--- src/rtl/uart_transmitter.sv ---
// 8N1 UART transmitter with integer clocks-per-bit divider.
// Define UART_TX_PARITY_EN to append an even parity bit (8E1).
module uart_transmitter #(
  parameter int CLK_FREQ  = 1000,
  parameter int BAUD_RATE = 10
) (
  input  logic       clk,
  input  logic       rst,
  input  logic [7:0] datain,
  input  logic       data_valid,
  output logic       tx,
  output logic       tx_busy
);

  localparam int CPB = CLK_FREQ / BAUD_RATE;
  localparam int CW  = (CPB > 1) ? $clog2(CPB) : 1;
  localparam logic [CW-1:0] CNT_MAX = CW'(CPB - 1);

`ifdef UART_TX_PARITY_EN
  localparam int SW = 11;
  typedef enum logic [2:0] {
    IDLE, START, DATA, PARITY, STOP
  } state_e;
`else
  localparam int SW = 10;
  typedef enum logic [1:0] {
    IDLE, START, DATA, STOP
  } state_e;
`endif

  state_e          state_q, state_d;
  logic [CW-1:0]   cnt_q, cnt_d;
  logic [2:0]      idx_q, idx_d;
  logic [SW-1:0]   shift_reg, shift_reg_d;
  logic            tx_q, tx_d;
  logic            busy_q, busy_d;
  logic            bit_done;
  logic [SW-1:0]   shifted;

  assign bit_done = (cnt_q == CNT_MAX);
  assign shifted  = {1'b1, shift_reg[SW-1:1]};
  assign tx       = tx_q;
  assign tx_busy  = busy_q;

  always_comb begin
    state_d     = state_q;
    idx_d       = idx_q;
    shift_reg_d = shift_reg;
    tx_d        = tx_q;
    busy_d      = busy_q;
    cnt_d       = bit_done ? '0 : cnt_q + 1'b1;
    unique case (state_q)
      IDLE: begin
        cnt_d  = '0;
        idx_d  = '0;
        tx_d   = 1'b1;
        busy_d = 1'b0;
        if (data_valid) begin
`ifdef UART_TX_PARITY_EN
          shift_reg_d = {1'b1, ^datain, datain, 1'b0};
`else
          shift_reg_d = {1'b1, datain, 1'b0};
`endif
          tx_d    = 1'b0;
          busy_d  = 1'b1;
          state_d = START;
        end
      end
      START: begin
        if (bit_done) begin
          shift_reg_d = shifted;
          tx_d        = shifted[0];
          idx_d       = '0;
          state_d     = DATA;
        end
      end
      DATA: begin
        // shift_reg[0] always holds the bit currently on the line
        if (bit_done) begin
          shift_reg_d = shifted;
          tx_d        = shifted[0];
          if (idx_q == 3'd7) begin
`ifdef UART_TX_PARITY_EN
            state_d = PARITY;
`else
            state_d = STOP;
`endif
          end else begin
            idx_d = idx_q + 3'd1;
          end
        end
      end
`ifdef UART_TX_PARITY_EN
      PARITY: begin
        if (bit_done) begin
          shift_reg_d = shifted;
          tx_d        = shifted[0];
          state_d     = STOP;
        end
      end
`endif
      STOP: begin
        if (bit_done) begin
          tx_d    = 1'b1;
          busy_d  = 1'b0;
          state_d = IDLE;
        end
      end
      default: begin
        state_d = IDLE;
      end
    endcase
  end

  always_ff @(posedge clk) begin
    if (rst) begin
      state_q   <= IDLE;
      cnt_q     <= '0;
      idx_q     <= '0;
      shift_reg <= '1;
      tx_q      <= 1'b1;
      busy_q    <= 1'b0;
    end else begin
      state_q   <= state_d;
      cnt_q     <= cnt_d;
      idx_q     <= idx_d;
      shift_reg <= shift_reg_d;
      tx_q      <= tx_d;
      busy_q    <= busy_d;
    end
  end

endmodule

--- config.mk ---
export PLATFORM = sky130hd
export DESIGN_NAME = uart_transmitter
export DESIGN_NICKNAME = d
export VERILOG_FILES = /design/src/rtl/uart_transmitter.sv
export SDC_FILE = /design/constraint.sdc
export NUM_CORES = 1
export LEC_CHECK = 0
export ABC_CLOCK_PERIOD_IN_PS = 1920
export CAP_MARGIN = 5
export CORE_MARGIN = 1.5
export CORE_UTILIZATION = 55
export DETAILED_ROUTE_END_ITERATION = 10
export PLACE_DENSITY = 0.79
export SYNTH_ARGS = -nofsm -noshare
export SYNTH_HDL_FRONTEND = slang
export SYNTH_SLANG_ARGS = --single-unit
export TNS_END_PERCENT = 100
--- constraint.sdc ---
create_clock -name clk -period 1.92 [get_ports clk]
set_input_delay 0.192 -clock clk [delete_from_list [all_inputs] [get_ports clk]]
set_output_delay 0.192 -clock clk [all_outputs]
set_load 0.01 [all_outputs]
==> metrics <==
number of synthesized flops with an enable pin 0; count of cell types in the netlist 33; slowest CP cell dfxtp_1; final hold vios 0; Hold WS 459 ps; area of the multi-input gates around 730 um2; Mean Syn Cell Area between 9 and 10 um2; Pleak roughly 0.57 nW; core area 2040 um2; CP Class register to register; sequential area share after synthesis 35.8%; vias in the first global route 993; period utilization 90.6%; Post-DRT Antenna Nets 0; grt total ovfl 0; share of cells above drive strength 1 9.66%; status complete, no violations; Top Ports 13; max-cap viol count 0; Core Rows 16; H-tree Lvls 1; largest net degree at the start of global routing 20; Max IR drop VDD 1.10 mV; Tmin final 1740 ps; initial antenna violation count 0; nets 166; pwr dens around 1500 nW/um2; cell with the most instances after synthesis dfxtp_1; CTS tree built; Placer Congestion 0.814; Die X 50.3 um; crit path max fanout 19; Via-to-Cell Ratio roughly 5.6; ant diodes 0; worst min-delay path class register to register; crit end category register; largest cells by area after synthesis dfxtp_1 36%, ha_1 9.1%, mux2i_1 7.3%; setup ws final 180 ps; Syn-to-layout area delta 14.4%; Sum Neg Setup Slack 0 ps; Num Clock Sinks 22; syn_nets 151; relative slew slack between 60 and 70%; post-cts repair resize count 0; IO Port Bufs 12; vias after detailed routing 969; FMAX 0.575 GHz; FF+latch area between 400 and 500 um2; worst-margin pin slew 473 ps; Post-synth ARST share 0%; Iteration-0 DRC Markers 19; cell family with most CP delay buffers and inverters; post-route DRC violation count 0; Tot GR Track Use 21.9%; worst skew pair latency 320 ps; RSZ-0062 raised after global routing no; Synth top cells by count 22 x dfxtp_1, 17 x nor2_1, 9 x ha_1, 9 x mux2i_1, 8 x a211oi_1; first-pass GRT wire length 4.26 mm; Reg clk slew, reported paths 120 ps; most frequent CP cell buf_4; Avg WL per Cell 13.3 um; Die H approximately 50 um; first drt pass iteration count 4; total power 0.00210 W; slowest stage delay, CP 430 ps; Max Slew Vio Count 0; critical path data arrival time 2000 ps; CTS Hold Bufs 0; Initial Util 60.3%; Clock Tree Buf Depth 2; area leader, netlist dfxtp_1; synthesis-stage register bit count 22; post-synth top area share 35.8%; CTS Buf Count 3; Finished Core Util 69.0%; top_reg_cell synth dfxtp_1; dpl hpwl 1.68 mm; cells along the critical path inv_1 > ha_1 > buf_4 > a211oi_4 > buf_4 > mux2i_1; CP startpoint kind register; clock skew 1.39 ps; drt total wl 2.29 mm; synthesized area 1230 um2; Setup WS pre-CTS 208 ps; Required @ worst endpoint 2180 ps; Synthesis Warnings 0; CP Buf/Inv Count 3; DIE AREA 2530 um2; max FFs per register 8; Post-CTS Repair Setup Buffers 0; Mapped Cells 131; fillcell total 170; endpoints failing setup 0; root buf cell clkbuf_4
==> metal layers <==
metal	track usage (%)	vias up	share of wire, %
met4	6.76	0	1.8
met5	0	-	0
li1	-	490	-
met2	36.0	14	46
met1	28.3	459	50
met3	5.36	6	2.7
==> worst paths after layout <==
kind,startpoint,endpoint,slack [ps],cells past startpoint
hold reg to reg,cnt_q[0],cnt_q[0],460,1
setup / recovery,state_q[1],shift_reg[4],180,6
hold / removal,cnt_q[0],cnt_q[0],460,1
setup reg to reg,state_q[1],shift_reg[4],180,6
==> report_power, final <==
group,total [W],internal (W),switching [W]
clock,0.000360,0.000211,0.000148
sequential,0.000672,0.000591,0.0000805
combinational,0.00107,0.000514,0.000555
==> per-stage QoR <==
stage	cells	cell area (um2)
after global routing	172	1410
after floorplan	131	1230
final	172	1410
after CTS	172	1410
after detailed placement	168	1360
after global placement	168	1360
==> worst reg2reg max path: stages, from the launching register on <==
cell and delay, ps:
dfxtp_1 430, inv_1 120, ha_1 300, buf_4 200, a211oi_4 210, buf_4 220, mux2i_1 190
==> layout by cell type (no fill, tap or decap), drive strengths merged, types with 4 or more instances in the layout <==
cell / instances
dfxtp: 22
nor2: 17
clkdlybuf4s50: 12
mux2i: 9
ha: 9
a211oi: 9
and2b: 9
nand2b: 7
a21oi: 6
nand2: 6
nand3: 4
and3: 4
==> cells by family after synthesis <==
| family | after synthesis | synth area share, % |
|---|---|---|
| AO/OA/AOI/OAI | 24 | 13.6 |
| multiplexers | 9 | 7.32 |
| XOR/XNOR | 4 | 2.85 |
| flip-flops | 22 | 35.8 |
| AND/OR/NAND/NOR | 56 | 26.5 |
| buffers and inverters | 7 | 4.78 |
| adder cells (fa/ha/maj) | 9 | 9.15 |
==> cell type report <==
| cell class | instances | share of cell area, % |
|---|---|---|
| clock buffers | 3 | 1.60 |
| repair buffers | 15 | 10.1 |
| inverters | 2 | 0.533 |
| flip-flops and latches | 22 | 31.3 |
| well taps | 27 | 2.40 |
| multi-input cells | 102 | 52.0 |
| clock inverters | 1 | 2.13 |
Power figures use the tool's default switching activity.
